==> src/rtl/alu_pkg.sv <==
// Shared definitions for the execute-stage ALU slice: opcode encodings and
// the bit positions of the NZCV status flags.
package alu_pkg;

    typedef enum logic [1:0] {
        OP_ADD = 2'b00,
        OP_AND = 2'b01,
        OP_OR  = 2'b10,
        OP_RSV = 2'b11
    } alu_op_e;

    localparam int unsigned FLAG_N = 3;
    localparam int unsigned FLAG_Z = 2;
    localparam int unsigned FLAG_C = 1;
    localparam int unsigned FLAG_V = 0;

endpackage : alu_pkg

==> src/rtl/alu_add_core.sv <==
// Combinational ripple-carry adder used by the ALU ADD path.
// Returns the WIDTH-bit sum, the carry out of the MSB and the signed overflow.
module alu_add_core #(
    parameter int unsigned WIDTH = 32
) (
    input  logic [WIDTH-1:0] a,
    input  logic [WIDTH-1:0] b,
    output logic [WIDTH-1:0] sum,
    output logic             carry,
    output logic             overflow
);

    logic [WIDTH:0] c;

    assign c[0] = 1'b0;

    for (genvar i = 0; i < WIDTH; i++) begin : g_fa
        assign sum[i]  = a[i] ^ b[i] ^ c[i];
        assign c[i+1]  = (a[i] & b[i]) | (a[i] & c[i]) | (b[i] & c[i]);
    end

    assign carry    = c[WIDTH];
    // Carry into the MSB differing from carry out of it is the same as
    // "operands share a sign and the result sign differs".
    assign overflow = c[WIDTH] ^ c[WIDTH-1];

endmodule : alu_add_core

==> src/rtl/alu_add_logic.sv <==
// Registered ALU slice: ADD / AND / OR with NZCV flags and a valid bit,
// one cycle of latency, no backpressure.
module alu_add_logic
    import alu_pkg::*;
#(
    parameter int unsigned WIDTH = 32
) (
    input  logic             clk,
    input  logic             rst_n,
    input  logic             in_valid,
    input  logic [1:0]       op,
    input  logic [WIDTH-1:0] in1,
    input  logic [WIDTH-1:0] in2,
    output logic             out_valid,
    output logic [WIDTH-1:0] out,
    output logic [3:0]       flags
);

    alu_op_e          op_sel;
    logic [WIDTH-1:0] add_sum;
    logic             add_carry;
    logic             add_overflow;
    logic [WIDTH-1:0] result;
    logic [3:0]       result_flags;

    assign op_sel = alu_op_e'(op);

    alu_add_core #(
        .WIDTH (WIDTH)
    ) u_add_core (
        .a        (in1),
        .b        (in2),
        .sum      (add_sum),
        .carry    (add_carry),
        .overflow (add_overflow)
    );

    // Select the operation result and derive the NZCV flags from it.
    always_comb begin
        result       = '0;
        result_flags = '0;
        unique case (op_sel)
            OP_ADD: begin
                result               = add_sum;
                result_flags[FLAG_C] = add_carry;
                result_flags[FLAG_V] = add_overflow;
            end
            OP_AND:  result = in1 & in2;
            OP_OR:   result = in1 | in2;
            default: result = '0;
        endcase
        result_flags[FLAG_N] = result[WIDTH-1];
        result_flags[FLAG_Z] = (result == '0);
    end

    // Output registers: valid follows in_valid, data/flags update only on valid.
    always_ff @(posedge clk or negedge rst_n) begin
        if (!rst_n) begin
            out_valid <= 1'b0;
            out       <= '0;
            flags     <= '0;
        end else begin
            out_valid <= in_valid;
            if (in_valid) begin
                out   <= result;
                flags <= result_flags;
            end
        end
    end

endmodule : alu_add_logic

==> config.mk <==
export PLATFORM = sky130hd
export DESIGN_NAME = alu_add_logic
export DESIGN_NICKNAME = d
export VERILOG_FILES = /design/src/rtl/alu_pkg.sv /design/src/rtl/alu_add_core.sv /design/src/rtl/alu_add_logic.sv
export SDC_FILE = /design/constraint.sdc
export NUM_CORES = 1
export LEC_CHECK = 0
export ABC_AREA = 0
export CORE_UTILIZATION = 48
export CTS_CLUSTER_SIZE = 40
export DETAILED_ROUTE_END_ITERATION = 8
export PLACE_DENSITY_LB_ADDON = 0.05
export SYNTH_ARGS = -nofsm -noshare
export SYNTH_HDL_FRONTEND = slang
export SYNTH_SLANG_ARGS = --single-unit
==> constraint.sdc <==
create_clock -name clk -period 1 [get_ports clk]
set_input_delay 0.1 -clock clk [delete_from_list [all_inputs] [get_ports clk]]
set_output_delay 0.1 -clock clk [all_outputs]
set_load 0.1 [all_outputs]
* After elaboration in Yosys (flattened, before gate mapping)
Index checks and enable logic that the tools add are counted.
Cells by class: add/subtract/negate cells 0, $mul 0, divide/modulo/power cells 0, order comparisons 0, eq/ne operators 2, shift-type cells 0, multiplexer cells 2, bitwise gates (word level) 222, reductions and logical operators 2
Operator list (number):
- case mux 32 bit (3 select lines) | 1
- AND 1 bit | 94
- XOR 1 bit | 64
- OR 1 bit | 62
- AND 32 bit | 1
- logical NOT 32 bit | 1
- OR 32 bit | 1
- == test 2 x 1 -> 1 bit, second input constant | 1
- == test 2 bit, second input constant | 1
- logical NOT 2 bit | 1
- two-way mux 2 bit | 1
Storage, ports and cells: bits in registers 37, bits in latches 0, RAM bits 0, memory bits (read-only) 0, word-level logic and storage cells 231, memories kept 0

* Depth between registers and ports, before layout
Gate-level depths: netlist of run 1.
word-level depth 96, mapped depth 38, depth with buffers taken out 38

* By module
A second synthesis of run 1 with hierarchy kept.
Unflattened totals: cell total of the unflattened synthesis 286, area total of the unflattened synthesis 2875.3 um^2
Modules (own cells, without submodules):
- alu_add_logic | instances 1, cells an instance 248, area an instance 2214.6 um^2
- alu_add_core | instances 1, cells an instance 38, area an instance 660.6 um^2

* Least setup slack after synthesis of run 1
Ideal clock, no wire load.
kind input -> register, from in in1[0], to reg flags[2], library setup time 0.103 ns, arrival time 12.947 ns, required time 0.897 ns, path slack -12.050 ns, cell stages on the path 38, path buffers 0, path through ha_1 -> inv_1 -> fa_1 -> fa_1 -> fa_1 -> fa_1 -> fa_1 -> fa_1 -> fa_1 -> fa_1 -> fa_1 -> fa_1 -> fa_1 -> fa_1 -> fa_1 -> fa_1 -> fa_1 -> fa_1 -> (+2 left out) -> fa_1 -> fa_1 -> fa_1 -> fa_1 -> fa_1 -> fa_1 -> fa_1 -> fa_1 -> fa_1 -> fa_1 -> fa_1 -> fa_1 -> fa_1 -> nor2b_1 -> a211oi_1 -> a211oi_1 -> nand4_1 -> o41ai_2
On the way: cells in the longest elaborated chain, start to end 94, elaborated cells between the ends (all ways) 157, classes of those cells mux: 1; bitwise: 155; reduce/logical: 1
Ends and longest elaborated chain:
- start, declared | line alu_add_logic.sv:12 | input logic [WIDTH-1:0] in1,
- AND 1 bit (2 in series) | line alu_add_core.sv:19 | assign c[i+1] = (a[i] & b[i]) | (a[i] & c[i]) | (b[i] & c[i]);
- OR 1 bit (2 in series) | line alu_add_core.sv:19
- AND 1 bit | line alu_add_core.sv:19
- OR 1 bit (2 in series) | line alu_add_core.sv:19
- AND 1 bit | line alu_add_core.sv:19
- OR 1 bit (2 in series) | line alu_add_core.sv:19
- AND 1 bit | line alu_add_core.sv:19
- OR 1 bit (2 in series) | line alu_add_core.sv:19
- (+70 left out)
- OR 1 bit (2 in series) | line alu_add_core.sv:19
- AND 1 bit | line alu_add_core.sv:19
- OR 1 bit (2 in series) | line alu_add_core.sv:19
- AND 1 bit | line alu_add_core.sv:19
- OR 1 bit (2 in series) | line alu_add_core.sv:19
- XOR 1 bit | line alu_add_core.sv:18 | assign sum[i] = a[i] ^ b[i] ^ c[i];
- case mux 32 bit (3 select lines) (*) | line alu_add_logic.sv:42 | unique case (op_sel)
- logical NOT 32 bit (*) | line alu_add_logic.sv:53 | result_flags[FLAG_Z] = (result == '0);
- end signal, assigned | line alu_add_logic.sv:66 | flags <= result_flags;
- end, declared | line alu_add_logic.sv:16 | output logic [3:0] flags
Every way passes the cells marked *; elsewhere a longest branch is shown, timed or not. A chain may end at the register's enable or synchronous reset.

* Final worst setup path of run 1
Same ends and word-level chain as after synthesis.

==> flow_summary.ini, run 1 <==
[run_status]
status = finished with violations
violations = design-rule violations, negative setup slack

[synthesis]
synth_ff_type = dfrtp_1
synth.net_count = 532
netlist_area_sq_mm = 0.00382
synth_area_leaders = dfrtp_1 (24%), ha_1 (21%), fa_1 (16%), inv_1 (6.4%), mux2_1 (5.0%)
async_reset_ff_share_pct = 100
seq_area_frac_synth_pct = 23.6
synth_edf_count = 0
yosysWarningCount = 0
synthMostInstantiatedCell = inv_1
synth_cells = 368
syn_area_per_cell_sq_um = 10.4
yosysTopAreaCell = dfrtp_1
ys_types = 32
synth-seq-cells = 36
ys_top_cells_by_count = inv_1 (65), ha_1 (64), a21oi_1 (36), dfrtp_1 (36), fa_1 (31)
yosysTopAreaCellShare_pct = 23.6

[routing]
first_iter_violations = 120
route.detailed.drc = 1
drt-vias-per-instance = 5.06
ant_nets = 0
drt-total-wl_microns = 11000
drt_pre_antenna_iters = 6
vias = 3333
routedWlPerCell_microns = 16.7

[layout]
stdcell_count = 659
area_delta_synth_final_pct = 70.8
drive_gt1_share_pct = 49.0
nNetsFinal = 721
fillers = 422
fin_area_sq_mm = 0.00652
antenna-diode-count = 0

[placed_design]
hpwl_microns = 8060
port_buffers = 105
placed_area_sq_mm = 0.00603
placed_cells = 632
gp_congestion = 0.893

[grt]
grt_pass1_vias = 3614
antenna_found_initial = 0
use_met1_pct = 31.2
grtUsageTotal_pct = 26.4
overflow = 0
grt_pass1_wl_microns = 17200
grt-busiest-layer = met2
grt_max_degree = 28
met2_usage_pct = 49.5
use_met3_pct = 3.10

[critical_path]
critPathMaxStageDelay_ns = 0.49
required_ns = 1.17
cpMaxStageDelayCell = fa_1
end_kind = register
cp_max_fo = 2
r2r-start = out[20]
critical_path_class = in -> reg
crit_path_start_kind = input port
cp_common_cell = fa_2
crit_arrival_ns = 12.00
cp-startpoint = in1[0]

[floorplanning]
initial_core_util_pct = 49.4
die_x_microns = 91.2
die_area_sq_mm = 0.00831
die_y_microns = 91.2
io_pins = 106
num_rows = 32
core_area_sq_mm = 0.00773

[timing]
period_share_pct = 1180
rsz0062_at_grt = true
worstMarginPinSlew_ns = 0.744
finClkSkew_ns = 0
final-setup-viol-count = 38
final.setup.worst_slack_ns = -10.83
hold_viol = 0
fin_crit_ns = 11.83
max_freq_ghz = 0.0845
relSlewSlack_pct = 50.3
slew_viol_final = 0

[flow_run]
maxCapViolCount = 0

[clock_tree]
clk_latency_ns = 0.28
cts_buffer_depth = 2
cts_buffers = 5
cts_sinks = 36
path_clk_slew_ns = 0.06
htree_levels = 2
cts_tree = yes
cts_root_buf = clkbuf_8

[power_and_ir_drop]
p_int_mw = 4.23
switching_share_pct = 44.0
power_density_mw_per_mm2 = 1160
p_clk_share_pct = 13.2
peakVddDrop_mv = 0.868
p_sw_mw = 3.32
p_leak_nw = 3.12
seq_power_share_pct = 24.5
comb_power_share_pct = 62.2

[worst_hold_path]
hp-class = in -> async
-- cell usage in the layout (no fill, tap or decap), types with 2 or more instances in the layout --
cell type        instances
buf_4                   91
ha_1                    63
inv_1                   60
clkdlybuf4s50_1         58
buf_12                  39
dfrtp_1                 35
fa_2                    30
nor2_1                  27
a21oi_2                 24
mux2_4                  18
a2bb2oi_2               16
a21oi_1                 12
nor2b_4                  9
a211oi_2                 9
mux2_2                   7
nand4_1                  6
inv_2                    5
clkbuf_8                 5
buf_2                    5
mux2_1                   4
buf_6                    4
o2bb2ai_2                3
o2bb2ai_4                2
nor2b_1                  2
a211oi_1                 2
nor3_1                   2
dlygate4sd2_1            2
-- per-stage QoR --
stage / worst slack [ns] / hold slack (ns) / setup TNS, ns / power [mW] / util, %
6_report: -10.83 / 0.215 / -200.24 / 7.56 / 84.3
5_1_grt: -11.12 / 0.228 / -205.25 / 7.92 / 84.3
4_1_cts: -10.83 / 0.205 / -199.84 / 7.36 / 81.5
3_5_place_dp: -11.76 / -0.0381 / -227.87 / 6.21 / 78.0
3_3_place_gp: -11.58 / -0.0392 / -224.77 / 6.11 / 78.0
2_1_floorplan: -10.81 / -0.196 / -197.03 / 4.37 / -
-- sequential cells by signal (all words and copies together) (netlist names) --
signal     cells
out           32
out_valid      1
flags          3
-- logic make-up (layout without fill, tap and decap cells) --
group                      after synthesis  count (layout)  synth area share (%)
xor gates and xnor gates                 1               1                 0.230
buffers and inverters                   86             274                  10.1
and+or+nand+nor                         50              51                  6.59
DFF                                     36              36                  23.6
muxes                                   29              29                  8.56
AOI/OAI and AO/OA                       71              71                  13.7
adders and majority gates               95              95                  37.2
-- power groups by stage --
stage | logic (mW) | registers [mW] | clock network, mW
after floorplan | 1.27 | 3.11 | 0
after global placement | 4.23 | 1.87 | 0
after detailed placement | 4.33 | 1.88 | 0
after CTS | 4.49 | 1.85 | 1.02
after global routing | 4.95 | 1.87 | 1.09
final | 4.70 | 1.85 | 0.999
-- layer usage --
metal	part of all wire (%)	routed length [microns]
met2	54	5880
met4	2.2	244
met5	0	0
met3	2.7	298
met1	42	4560
-- worst max-delay path: cells and delay by family --
kind	cells	cell delay, ns
buffers and inverters	2	0.11
and+or+nand+nor	2	0.26
AOI/OAI and AO/OA	3	0.43
adders and majority gates	32	11.10
-- path summary, 6_finish.rpt --
check	endpoint	slack [ns]	cells past startpoint
min	out[31]	0.21	2
max reg2reg	out[20]	0.12	3
max	flags[2]	-10.83	39
max in group asynchronous	flags[2]	0.31	3
min in group clk	out[27]	0.22	3
min reg2reg	out[17]	0.57	1
-- area by class of cell --
cell class	instances	area, sq um	share of cell area [%]
multi-input cells	247	3000	46.0
repair buffers	202	2160	33.2
flip-flops and latches	36	905	13.9
inverters	65	244	3.74
well taps	102	128	1.96
clock buffers	6	72.6	1.11
clock inverters	1	5.00	0.0768
-- repair_timing --
action / in CTS / in global routing
pin swaps: 9 / 6
resized for setup: 57 / 27
endpoints found under the setup margin: 39 / 65
hold buffers: 1 / 0
hold endpoints to repair: 36 / 0
buffers inserted: 6 / 14
cloned: 1 / 0
No activity file was read; power rests on OpenSTA's default activity.
==> run 2, diff against run 1 <==
Settings changed: CORE_MARGIN set to 2.
==> run 2 against run 1 <==
  * The flow finishes with violations (negative setup slack)
  * Sequential power hardly changed
  * First-iteration DRC count is 3.3% lower
  * Power is 0.18% lower
  * Register-to-register slack better by 0.02 ns
  * Sequential cell count stayed put
  * Sequential share of layout area hardly changed
  * Critical path depth stayed put
==> flow_summary.ini, run 2 (same netlist as run 1, synthesis figures left out) <==
[critical_path]
crit_path_start_kind = input port
reg2regPathDepth = 2
cp_common_cell = fa_2
r2r-start = out[17]
ff2ff_setup_slack_ns = 0.14
cpMaxStageDelayCell = fa_1
cp-startpoint = in1[0]
r2r_end = out[17]
end_kind = register
required_ns = 1.19
crit_arrival_ns = 12.00
critPathMaxStageDelay_ns = 0.49
critical_path_class = in -> reg
cp_max_fo = 2

[floorplanning]
core_area_sq_mm = 0.00773
io_pins = 106
die_x_microns = 93.2
die_area_sq_mm = 0.00868
initial_core_util_pct = 49.4
num_rows = 32
die_y_microns = 93.2

[grt]
grtUsageTotal_pct = 25.1
grt_max_degree = 25
overflow = 0
grt_pass1_vias = 3495
grt_pass1_wl_microns = 16900
antenna_found_initial = 0

[routing]
drt-total-wl_microns = 10700
route.detailed.drc = 0
vias = 3257
first_iter_violations = 116
drt-vias-per-instance = 4.99
routedWlPerCell_microns = 16.4
ant_nets = 0
drt_pre_antenna_iters = 6

[layout]
regMostFlops = out
stdcell_count = 653
area_delta_synth_final_pct = 71.1
antenna-diode-count = 0
mostFrequentLayoutCells = buf_4 (84), ha_1 (63), inv_1 (60)
layout_commonest_cell = buf_4
largest_reg_flops = 32
final_util_pct = 84.5
drive_gt1_share_pct = 48.8
nNetsFinal = 715
top_regs = out x32, flags x3, out_valid x1

[power_and_ir_drop]
seq_power_share_pct = 24.6
p_sw_mw = 3.30
p_clk_share_pct = 13.0
p_int_mw = 4.25
comb_power_share_pct = 62.4
peakVddDrop_mv = 0.994
p_total_mw = 7.54
switching_share_pct = 43.7
p_leak_nw = 3.11
power_density_mw_per_mm2 = 1150

[worst_hold_path]
hp-class = in -> reg
min_delay_worst_endpoint = out[27]
hold_path_depth = 3
hold_start = in_valid

[timing]
final-setup-viol-count = 37
hold_viol = 0
worstMarginPinSlew_ns = 0.823
finClkSkew_ns = 0
final.setup.worst_slack_ns = -10.82
period_share_pct = 1180
relSlewSlack_pct = 45.0
tns_ns = -199.88
fin_crit_ns = 11.82
rsz0062_at_grt = true
max_freq_ghz = 0.0846
slew_viol_final = 0
timing.hold.ws_ns = 0.222

[flow_run]
maxCapViolCount = 0

[clock_tree]
cts_buffers = 5
clk_latency_ns = 0.28
path_clk_slew_ns = 0.07
cts_root_buf = clkbuf_8
cts_sinks = 36
cts_tree = yes
cts_buffer_depth = 2
htree_levels = 2

[placed_design]
port_buffers = 105
gp_congestion = 0.844
hpwl_microns = 8090
placed_cells = 631

[run_status]
violations = negative setup slack
status = finished with violations
-- run 2: worst max-delay path by stage --
stage	endpoint	slack [ns]	cells past startpoint
after floorplan	flags[2]	-10.81	38
after global placement	flags[2]	-11.58	39
after detailed placement	flags[2]	-11.74	39
after CTS	flags[2]	-10.83	39
after global routing	flags[2]	-11.10	39
final	flags[2]	-10.82	39
-- run 2: routing by layer --
metal | vias up | global-route usage, % | routed length [microns]
met1 | 1598 | 30.4 | 4460
li1 | 1553 | - | -
met4 | 0 | 6.99 | 210
met2 | 93 | 46.7 | 5650
met5 | - | 0 | 0
met3 | 13 | 3.22 | 405
-- run 2: layout make-up --
class                           instances  area, sq um
Fill cell                             421         1200
Multi-Input combinational cell        247         3030
Timing Repair Buffer                  196         2140
Clock inverter                          1         5.00
Inverter                               65          244
Clock buffer                            6         72.6
Tap cell                              102          128
Sequential cell                        36          905
-- run 2: critical path, delay by kind of cell --
family | cells | cell delay, ns
adders and majority gates | 32 | 11.06
AOI/OAI and AO/OA | 3 | 0.43
and+or+nand+nor | 2 | 0.27
buffers and inverters | 2 | 0.12
-- run 2: power by group through the flow --
| stage | clock [mW] | sequential, mW | combinational, mW |
|---|---|---|---|
| 4_1_cts | 1.01 | 1.85 | 4.50 |
| 2_1_floorplan | 0 | 3.11 | 1.27 |
| 3_3_place_gp | 0 | 1.87 | 4.25 |
| 3_5_place_dp | 0 | 1.88 | 4.34 |
| 6_report | 0.982 | 1.85 | 4.71 |
| 5_1_grt | 1.08 | 1.87 | 4.98 |
-- run 2: what timing repair did --
item | 4_1_cts | 5_1_grt
endpoints found under the hold margin | 13 | 0
buffers inserted | 6 | 12
hold buffers | 1 | 0
gates resized for setup | 63 | 26
endpoints found under the setup margin | 39 | 63
cloned | 1 | 0
pin swaps | 10 | 9
-- run 2: through the flow --
| step | setup slack, ns | instance area [sq um] |
|---|---|---|
| 6_report | -10.82 | 6530 |
| 5_1_grt | -11.10 | 6530 |
| 4_1_cts | -10.83 | 6310 |
| 3_5_place_dp | -11.74 | 6050 |
| 3_3_place_gp | -11.58 | 6050 |
| 2_1_floorplan | -10.81 | 4050 |
